$ cat config.mk
export PLATFORM = sky130hd
export DESIGN_NAME = bp_me_io_dev_bridge
export DESIGN_NICKNAME = d
export VERILOG_FILES = /design/src/rtl/bp_me_io_dev_bridge.sv
export SDC_FILE = /design/constraint.sdc
export NUM_CORES = 1
export LEC_CHECK = 0
export CORE_AREA = 2 2 507 509
export CTS_CLUSTER_SIZE = 12
export DETAILED_ROUTE_END_ITERATION = 12
export DIE_AREA = 0 0 509 511
export HOLD_SLACK_MARGIN = 0.12
export PLACE_DENSITY = 0.3
export SETUP_SLACK_MARGIN = 0.05
export SYNTH_ARGS = -nofsm -noshare
export SYNTH_HDL_FRONTEND = slang
export SYNTH_SLANG_ARGS = --single-unit
$ cat constraint.sdc
create_clock -name clk_i -period 2.6 [get_ports clk_i]
set_input_delay 0.26 -clock clk_i [delete_from_list [all_inputs] [get_ports clk_i]]
set_output_delay 0.26 -clock clk_i [all_outputs]
set_load 0.02 [all_outputs]
$ cat src/rtl/bp_me_io_dev_bridge.sv
// Single-outstanding bridge from the I/O CCE uncached memory channel to a 64-bit device register bus.
// Optional response watchdog with drain recovery: define BP_IO_DEV_BRIDGE_TIMEOUT_EN.

package bp_me_io_dev_bridge_pkg;

  typedef enum logic [1:0] {e_bp_default_cfg, e_bp_inv_cfg} bp_params_e;

  localparam int paddr_width_gp     = 40;
  localparam int cce_block_width_gp = 512;
  localparam int lce_id_width_gp    = 4;
  localparam int lce_assoc_gp       = 8;

  typedef enum logic [3:0] {
    e_cce_mem_rd    = 4'b0000,
    e_cce_mem_wr    = 4'b0001,
    e_cce_mem_uc_rd = 4'b0010,
    e_cce_mem_uc_wr = 4'b0011
  } bp_cce_mem_cmd_type_e;

  typedef enum logic [2:0] {
    e_mem_msg_size_1  = 3'b000,
    e_mem_msg_size_2  = 3'b001,
    e_mem_msg_size_4  = 3'b010,
    e_mem_msg_size_8  = 3'b011,
    e_mem_msg_size_16 = 3'b100,
    e_mem_msg_size_32 = 3'b101,
    e_mem_msg_size_64 = 3'b110
  } bp_mem_msg_size_e;

  typedef struct packed {
    logic [$clog2(lce_assoc_gp)-1:0] way_id;
    logic [lce_id_width_gp-1:0]      lce_id;
  } bp_cce_mem_payload_s;

  typedef struct packed {
    bp_cce_mem_payload_s   payload;
    bp_mem_msg_size_e      size;
    logic [paddr_width_gp-1:0] addr;
    bp_cce_mem_cmd_type_e  msg_type;
  } bp_cce_mem_msg_header_s;

  typedef struct packed {
    logic [cce_block_width_gp-1:0] data;
    bp_cce_mem_msg_header_s        header;
  } bp_cce_mem_msg_s;

  localparam int cce_mem_msg_width_gp = $bits(bp_cce_mem_msg_s);

  // Sizes above one dword collapse onto the full 8-byte lane.
  function automatic logic [1:0] size_lg(input bp_mem_msg_size_e size);
    return (size > e_mem_msg_size_8) ? 2'd3 : size[1:0];
  endfunction

  function automatic logic [2:0] lane_off(input logic [2:0] a, input logic [1:0] lg);
    case (lg)
      2'd0:    return a;
      2'd1:    return {a[2:1], 1'b0};
      2'd2:    return {a[2], 2'b00};
      default: return 3'b000;
    endcase
  endfunction

  function automatic logic [7:0] byte_mask(input logic [1:0] lg);
    case (lg)
      2'd0:    return 8'h01;
      2'd1:    return 8'h03;
      2'd2:    return 8'h0F;
      default: return 8'hFF;
    endcase
  endfunction

  function automatic logic [63:0] data_mask(input logic [1:0] lg);
    logic [7:0] bm;
    bm = byte_mask(lg);
    for (int i = 0; i < 8; i++) data_mask[8*i +: 8] = {8{bm[i]}};
  endfunction

endpackage

module bp_me_io_dev_bridge
  import bp_me_io_dev_bridge_pkg::*;
#(
  parameter bp_params_e bp_params_p      = e_bp_inv_cfg,
  parameter int         timeout_cycles_p = 1024
) (
  input  logic                            clk_i,
  input  logic                            reset_i,

  input  logic [cce_mem_msg_width_gp-1:0] io_cmd_i,
  input  logic                            io_cmd_v_i,
  output logic                            io_cmd_ready_o,

  output logic [cce_mem_msg_width_gp-1:0] io_resp_o,
  output logic                            io_resp_v_o,
  input  logic                            io_resp_yumi_i,

  output logic                            dev_req_v_o,
  input  logic                            dev_req_ready_i,
  output logic                            dev_req_w_o,
  output logic [paddr_width_gp-1:0]       dev_req_addr_o,
  output logic [7:0]                      dev_req_mask_o,
  output logic [63:0]                     dev_req_data_o,

  input  logic                            dev_resp_v_i,
  input  logic [63:0]                     dev_resp_data_i,
  output logic                            dev_resp_ready_o
);

  if (timeout_cycles_p < 2 || bp_params_p != e_bp_inv_cfg) begin : g_bad_cfg
    $error("bp_me_io_dev_bridge: unsupported configuration");
  end

  typedef enum logic [1:0] {e_ready, e_send, e_wait, e_resp} state_e;

  state_e state_r, state_n;

  bp_cce_mem_msg_s        cmd;
  bp_cce_mem_msg_s        resp;
  bp_cce_mem_msg_header_s hdr_r;
  logic                   w_r;
  logic [paddr_width_gp-1:0] addr_r;
  logic [7:0]             mask_r;
  logic [63:0]            wdata_r;
  logic [63:0]            rdata_r;
  logic [2:0]             off_r;
  logic [1:0]             lg_r;

  logic [1:0]             cmd_lg;
  logic [2:0]             cmd_off;
  logic                   cmd_take;
  logic                   req_take;
  logic                   resp_take;
  logic                   timeout_hit;
  logic                   drain;

  logic unused_cmd_data;

  assign cmd             = io_cmd_i;
  assign unused_cmd_data = ^cmd.data[cce_block_width_gp-1:64];
  assign cmd_lg          = size_lg(cmd.header.size);
  assign cmd_off         = lane_off(cmd.header.addr[2:0], cmd_lg);

  assign cmd_take  = (state_r == e_ready) && io_cmd_v_i;
  assign req_take  = (state_r == e_send) && dev_req_ready_i;
  // A beat seen while draining belongs to an earlier, timed-out request.
  assign resp_take = (state_r == e_wait) && dev_resp_v_i && !drain;

`ifdef BP_IO_DEV_BRIDGE_TIMEOUT_EN
  localparam int cnt_width_lp = $clog2(timeout_cycles_p);

  logic [cnt_width_lp-1:0] cnt_r;
  logic                    drain_r;

  assign drain       = drain_r;
  assign timeout_hit = (state_r == e_wait) && !resp_take
                    && (cnt_r == cnt_width_lp'(timeout_cycles_p - 1));

  always_ff @(posedge clk_i) begin
    if (reset_i) begin
      cnt_r   <= '0;
      drain_r <= 1'b0;
    end else begin
      if (req_take)                 cnt_r <= '0;
      else if (state_r == e_wait)   cnt_r <= cnt_r + 1'b1;

      if (timeout_hit)              drain_r <= 1'b1;
      else if (drain_r && dev_resp_v_i) drain_r <= 1'b0;
    end
  end
`else
  assign drain       = 1'b0;
  assign timeout_hit = 1'b0;
`endif

  // NOTE: sequential state uses non-blocking assignments so every register samples pre-edge values.
  always_ff @(posedge clk_i) begin
    if (reset_i) state_r <= e_ready;
    else         state_r <= state_n;
  end

  // NOTE: next-state gets its default first so no path through the case infers a latch.
  always_comb begin
    state_n = state_r;
    unique case (state_r)
      e_ready: if (io_cmd_v_i)                state_n = e_send;
      e_send:  if (dev_req_ready_i)           state_n = e_wait;
      e_wait:  if (resp_take || timeout_hit)  state_n = e_resp;
      e_resp:  if (io_resp_yumi_i)            state_n = e_ready;
      default:                                state_n = e_ready;
    endcase
  end

  always_ff @(posedge clk_i) begin
    if (reset_i) begin
      hdr_r   <= '0;
      w_r     <= 1'b0;
      addr_r  <= '0;
      mask_r  <= '0;
      wdata_r <= '0;
      rdata_r <= '0;
      off_r   <= '0;
      lg_r    <= '0;
    end else begin
      if (cmd_take) begin
        hdr_r   <= cmd.header;
        w_r     <= (cmd.header.msg_type == e_cce_mem_uc_wr);
        addr_r  <= {cmd.header.addr[paddr_width_gp-1:3], 3'b000};
        mask_r  <= byte_mask(cmd_lg) << cmd_off;
        wdata_r <= (cmd.data[63:0] & data_mask(cmd_lg)) << {cmd_off, 3'b000};
        off_r   <= cmd_off;
        lg_r    <= cmd_lg;
      end
      if (resp_take)
        rdata_r <= w_r ? '0 : ((dev_resp_data_i >> {off_r, 3'b000}) & data_mask(lg_r));
      else if (timeout_hit)
        rdata_r <= w_r ? '0 : data_mask(lg_r);
    end
  end

  always_comb begin
    resp        = '0;
    resp.header = hdr_r;
    resp.data   = {{(cce_block_width_gp-64){1'b0}}, rdata_r};
  end

  assign io_cmd_ready_o   = (state_r == e_ready);
  assign io_resp_v_o      = (state_r == e_resp);
  assign io_resp_o        = resp;
  assign dev_req_v_o      = (state_r == e_send);
  assign dev_req_w_o      = w_r;
  assign dev_req_addr_o   = addr_r;
  assign dev_req_mask_o   = mask_r;
  assign dev_req_data_o   = wdata_r;
  assign dev_resp_ready_o = (state_r == e_wait) || drain;

endmodule

==> impl_metrics.json, run 1 <==
{
  "antenna_found_initial": 70,
  "via_per_inst": 2.13,
  "min_to": "io_resp_o[15]$_SDFFE_PP0P_",
  "synth.distinct_cells": 62,
  "synth-compound-area-share_pct": 16.8,
  "io_buffers": 419,
  "met2_usage_pct": 12.9,
  "hold_ws_ns": 0.228,
  "start_kind": "register",
  "clock.fmax_mhz": 420,
  "ios": 1319,
  "drc": 0,
  "path_max_fanout": 5,
  "routed_wl_mm": 89.8,
  "hold_path_class": "input pin to register",
  "rrSetupSlack_ns": 0.22,
  "die_y_um": 511,
  "start_util_pct": 5.09,
  "grt-busiest-layer": "met2",
  "synth_most_common_cell": "buf_4",
  "synth-edff-count": 0,
  "rows": 186,
  "synth_top_family_by_area": "buffers and inverters",
  "synth_fa_ha_area_share_pct": 0.385,
  "clk_path_buf_depth": 2,
  "p_per_area_mw_per_mm2": 618,
  "clock-sinks": 198,
  "cts_tree": "built",
  "grt_first_pass_wirelength_mm": 111,
  "final_util_pct": 8.02,
  "crit_type": "register to register",
  "netlist_area_sq_mm": 0.0130,
  "grtUsageMet3_pct": 2.87,
  "ys_seq_area_share_pct": 30.5,
  "synth_ff_type": "dfxtp_1",
  "synth_mux_area_share_pct": 7.84,
  "num_vias": 11300,
  "maxSlewViolCount": 0,
  "core_sq_mm": 0.255,
  "hp-start": "io_cmd_i[15]",
  "antenna_left": 0,
  "postCtsSetupBuffers": 0,
  "leakagePower_nw": 6.93,
  "drv_cap": 0,
  "synth_common_cells": "buf_4 (499), dfxtp_1 (198), nand2_1 (178), nor2_1 (83), a21oi_1 (81)",
  "syn_to_final_growth_pct": 57.5,
  "setup_viol": 0,
  "first_iter_violations": 539,
  "whs_path_depth": 3,
  "drive_gt1_share_pct": 10.2,
  "layout.nets": 2566,
  "timing_hold_violations_final": 0,
  "ys_ff_latch": 198,
  "drtPass1Iterations": 5,
  "die_x_um": 509,
  "grt_pass1_vias": 10100,
  "status": "completed",
  "synth_area_leaders": "dfxtp_1 (30%), buf_4 (29%), nand2_1 (5.1%)",
  "synth_xor_xnor_area_share_pct": 0,
  "r2r_start": "state_r[0]$_SDFFE_PP0P_",
  "ff2ff_path_depth": 7,
  "dieArea_sq_mm": 0.260,
  "use_met1_pct": 6.40,
  "yosys.area_share.simple_pct": 11.9,
  "critPathLaunch": "state_r[0]$_SDFFE_PP0P_",
  "fin_crit_ns": 2.38,
  "synthCells": 1512,
  "place.gp.congestion": 0.742,
  "synth_top_cell_area_share_pct": 30.5,
  "root_buffer": "clkbuf_16",
  "gr-total-overflow": 0,
  "clkTransAtPathRegs_ns": 0.10,
  "wl_per_cell_um": 16.8,
  "fin_skew_ns": 0.0205,
  "clk-insertion-delay-late_ns": 0.56,
  "r2r-end": "rdata_r[10]$_SDFFE_PP0P_",
  "syn_avg_cell_area_sq_um": 8.60,
  "tns_ns": 0,
  "hpwlAfterDp_mm": 76.3,
  "yosys_warnings": 0,
  "end_kind": "register",
  "tightest_slew_ns": 1.12,
  "worst_ir_drop_vdd_mv": 0.586,
  "slew-limit-headroom_pct": 25.6,
  "htree_levels": 4,
  "fin_crit_sh_pct": 91.6,
  "crit_required_ns": 3.10,
  "rsz0062_at_grt": "false",
  "grt_max_degree": 67,
  "crit_arrival_ns": 2.88,
  "cts_buffers": 17,
  "yosys.area.top_type": "dfxtp_1",
  "globalRouteTotalUtil_pct": 6.71,
  "ys_async_sr_fraction_pct": 0
}
## sequential cells by signal, indices dropped and copies added, names as in the netlist
register	flops
rdata_r	64
dev_req_data_o	64
dev_req_mask_o	8
state_r	2
dev_req_w_o	1
off_r	3
io_resp_o	54
lg_r	2
## cell families after synthesis
group	Yosys count
AOI/OAI and AO/OA	303
adders and majority gates	4
and+or+nand+nor	342
other	1
DFF	198
muxes	72
buffers and inverters	592
## power by group
part | switching [mW] | internal, mW | total [mW]
registers | 0.373 | 3.50 | 3.87
logic | 3.58 | 2.00 | 5.59
clock network | 1.81 | 1.39 | 3.20
total | 5.77 | 6.89 | 12.7
## worst max-delay path, stage by stage (launching register included)
cell	delay, ns
dfxtp_1	0.35
inv_1	0.09
ha_1	0.44
buf_4	0.22
and4bb_2	0.29
o21ai_0	0.18
nor2_1	0.50
a221o_1	0.24
## metal layers
metal  vias to the layer above  wire length [um]
met1                      5266             30400
met5                         -               153
met3                       149              8920
met4                        24              1810
met2                       802             48600
li1                       5095                 -
## cell usage in the layout, fill, tap and decap left out, drive strengths merged, types with 9 or more instances in the layout
| cell type | Yosys | routed |
|---|---|---|
| a211oi | 30 | 30 |
| a21oi | 83 | 83 |
| a221o | 12 | 12 |
| a221oi | 11 | 11 |
| a22o | 22 | 22 |
| a22oi | 21 | 21 |
| a32o | 14 | 14 |
| a32oi | 17 | 17 |
| buf | 543 | 106 |
| clkbuf | 37 | 18 |
| clkdlybuf4s50 | 0 | 417 |
| conb | 1 | 451 |
| dfxtp | 198 | 198 |
| diode | 0 | 10 |
| inv | 12 | 21 |
| mux2 | 9 | 9 |
| mux2i | 40 | 40 |
| mux4 | 23 | 23 |
| nand2 | 178 | 178 |
| nor2 | 87 | 87 |
| nor2b | 19 | 19 |
| nor3 | 18 | 18 |
| o21ai | 49 | 49 |
## final cells by class
type / instances / area [sq um]
Clock inverter: 14 / 171
Timing Repair Buffer: 525 / 5080
Antenna cell: 10 / 25.0
Fill cell: 29700 / 235000
Clock buffer: 18 / 429
Multi-Input combinational cell: 1172 / 6530
Tap cell: 3384 / 4230
Sequential cell: 198 / 3970
Inverter: 12 / 45.0
## stage by stage
step	setup WS, ns	cell area, sq um	power (mW)	cells
after floorplan	0.752	14700	7.29	1962
after global placement	-0.0840	19800	9.77	5290
after detailed placement	-0.0804	19800	9.76	5290
after CTS	0.110	20500	13.2	5323
after global routing	0.0598	20500	13.6	5325
final	0.217	20500	12.7	5333
## how the worst max path moves through the flow
stage | cells past startpoint | end | slack, ns
5_1_grt | 7 | rdata_r[10]$_SDFFE_PP0P_ | 0.06
3_5_place_dp | 6 | dev_req_data_o[38]$_SDFFE_PP0P_ | -0.08
3_3_place_gp | 6 | dev_req_data_o[38]$_SDFFE_PP0P_ | -0.08
2_1_floorplan | 7 | rdata_r[10]$_SDFFE_PP0P_ | 0.75
6_report | 7 | rdata_r[10]$_SDFFE_PP0P_ | 0.22
4_1_cts | 7 | rdata_r[10]$_SDFFE_PP0P_ | 0.11
## repair_timing
action / in CTS / in global routing
endpoints found under the hold margin: 8 / 0
endpoints found under the setup margin: 1 / 0
gates resized for setup: 1 / 0
hold buffers: 1 / 0
Power figures use the tool's default switching activity.
==> run 2, diff against run 1 <==
- ABC_AREA: unset -> 1
- CORE_AREA: 2 2 507 509 -> 2 2 508 510
- DIE_AREA: 0 0 509 511 -> 0 0 510 512
==> run 2 against run 1 <==
Effect of this change:
- final cell count rose by 5.7%
- global-route usage rose by 0.16 points
- die area grew 0.39%
- clock power shrank 2%
- critical endpoint is now io_cmd_ready_o
- area after synthesis rose by 0.38%
- setup slack improved by 0.11 ns
==> impl_metrics.json, run 2 <==
{
  "status": "completed",
  "total_power_mw": 14.8,
  "drc": 0,
  "synth_area_leaders": "dfxtp_1 (30%), buf_4 (28%), nand2_1 (13%)",
  "drv_cap": 0,
  "synth_ff_type": "dfxtp_1",
  "core_sq_mm": 0.256,
  "die_y_um": 512,
  "clock.fmax_mhz": 440,
  "gr-total-overflow": 0,
  "io_buffers": 419,
  "critPathTopFamily": "buffers and inverters",
  "timing_hold_violations_final": 0,
  "fin_crit_sh_pct": 87.4,
  "via_per_inst": 2.21,
  "start_util_pct": 5.10,
  "final_common_cell": "conb_1",
  "antenna_left": 0,
  "root_buffer": "clkbuf_16",
  "synth_common_cells": "buf_4 (495), nand2_1 (448), dfxtp_1 (198), a21oi_1 (195), nand3_1 (146)",
  "r2r_start": "state_r[0]$_SDFFE_PP0P_",
  "fin_crit_ns": 2.27,
  "cp_num_buf_inv": 2,
  "antenna_found_initial": 47,
  "maxSlewViolCount": 0,
  "crit_required_ns": 2.34,
  "synth.distinct_cells": 28,
  "num_vias": 12500,
  "p_per_area_mw_per_mm2": 733,
  "synth_top_cell_area_share_pct": 30.4,
  "rsz0062_at_grt": "false",
  "synth_most_common_cell": "buf_4",
  "start_kind": "register",
  "ios": 1319,
  "met2_usage_pct": 13.4,
  "crit_end": "io_cmd_ready_o",
  "synth-edff-count": 0,
  "wl_per_cell_um": 16.3,
  "routed_wl_mm": 92.2,
  "r2r-end": "rdata_r[21]$_SDFFE_PP0P_",
  "ys_ff_latch": 198,
  "drtPass1Iterations": 5,
  "yosys_warnings": 0,
  "crit_arrival_ns": 2.01,
  "setup_viol": 0,
  "syn_to_final_growth_pct": 54.3,
  "leakagePower_nw": 7.27,
  "ff2ff_path_depth": 9,
  "hold_path_class": "input pin to register",
  "tightest_slew_ns": 0.885,
  "grt-busiest-layer": "met2",
  "use_met1_pct": 6.74,
  "critPathLaunch": "state_r[1]$_SDFFE_PP0P_",
  "grt_pass1_vias": 11600,
  "postCtsSetupBuffers": 0,
  "synthCells": 1898,
  "crit_type": "register to output port",
  "netlist_area_sq_mm": 0.0131,
  "cts_buffers": 17,
  "die_x_um": 510,
  "slowest_stage": "clkdlybuf4s50_1",
  "clkTransAtPathRegs_ns": 0.11,
  "yosys.area.top_type": "dfxtp_1",
  "max_stage_delay_ns": 0.70,
  "cts_tree": "built",
  "rows": 186,
  "worst_ir_drop_vdd_mv": 0.557,
  "place.gp.congestion": 0.743,
  "dieArea_sq_mm": 0.261,
  "clock-sinks": 198,
  "ys_seq_area_share_pct": 30.4,
  "grtUsageMet3_pct": 2.35,
  "slew-limit-headroom_pct": 41.0,
  "rrSetupSlack_ns": 0.59,
  "final_cell_mix": "conb_1 (451), nand2_1 (446), clkdlybuf4s50_1 (411), dfxtp_1 (196), a21oi_1 (195)",
  "ys_async_sr_fraction_pct": 0,
  "hp-start": "reset_i",
  "end_kind": "output port",
  "tns_ns": 0,
  "grt_first_pass_wirelength_mm": 116,
  "clk-insertion-delay-late_ns": 0.57,
  "clk_path_buf_depth": 2,
  "globalRouteTotalUtil_pct": 6.87,
  "crit_chain": "inv_1 > ha_2 > clkdlybuf4s50_1",
  "first_iter_violations": 700,
  "cp.depth": 3,
  "layout.nets": 2878,
  "hpwlAfterDp_mm": 76.0,
  "path_max_fanout": 4,
  "grt_max_degree": 111,
  "htree_levels": 4,
  "drive_gt1_share_pct": 5.56,
  "syn_avg_cell_area_sq_um": 6.88,
  "fin_skew_ns": 0.0212
}
run 2: cells by family (layout without fill, tap and decap cells):
logic type               count (synthesis)  count (layout)  share of synthesized area [%]
flip-flops                             198             198                           30.4
buffers and inverters                  629             531                           32.9
other                                    1             456                         0.0287
AO/OA/AOI/OAI                          317             317                           12.7
AND/OR/NAND/NOR                        749             749                           23.7
adder cells (fa/ha/maj)                  4               4                          0.383
run 2: where the power goes:
part / switching [mW] / internal, mW
sequential: 0.398 / 3.60
clock: 1.84 / 1.32
combinational: 5.18 / 2.44
total: 7.41 / 7.35
run 2: worst min path at each step:
stage                                            to  slack, ns  cells after the start
finish                    io_resp_o[4]$_SDFFE_PP0P_       0.18                      4
detailed placement  dev_req_data_o[31]$_SDFFE_PP0P_       0.45                      2
global placement    dev_req_data_o[10]$_SDFFE_PP0P_       0.46                      2
global route                  off_r[1]$_SDFFE_PP0P_       0.20                      4
CTS                       io_resp_o[4]$_SDFFE_PP0P_       0.13                      4
floorplan                 io_resp_o[6]$_SDFFE_PP0P_       0.39                      2
run 2: tightest hold or removal path, cell delays in order:
cell and delay (ns):
buf_4 0.11, inv_4 0.14, o21ai_0 0.13, a21oi_1 0.05
run 2: stage by stage:
stage / utilization [%] / std cells / worst slack (ns) / area (sq um) / hold WS (ns)
after floorplan: - / 2348 / 0.924 / 14700 / 0.388
after global placement: 7.65 / 5603 / 0.0573 / 19600 / 0.455
after detailed placement: 7.65 / 5603 / 0.0517 / 19600 / 0.454
after CTS: 7.87 / 5634 / 0.180 / 20100 / 0.130
after global routing: 7.87 / 5637 / 0.236 / 20100 / 0.203
final: 7.87 / 5639 / 0.329 / 20100 / 0.182
run 2: timing repair:
item | in CTS | in global routing
hold buffers | 0 | 0
gates resized for setup | 1 | 0
setup endpoints to repair | 1 | 0
run 2: area by class of cell:
class	count	area (sq um)
fillers	30100	236000
multi-input cells	1521	6520
repair buffers	467	4710
well taps	3384	4230
flip-flops and latches	198	3970
clock buffers	19	453
inverters	33	131
clock inverters	12	114
diodes	5	12.5
run 2: metal layers:
layer,vias up,share of wire (%)
li1,5871,-
met1,5676,35
met2,781,55
met3,122,7.7
met4,2,2.1
met5,-,0.014
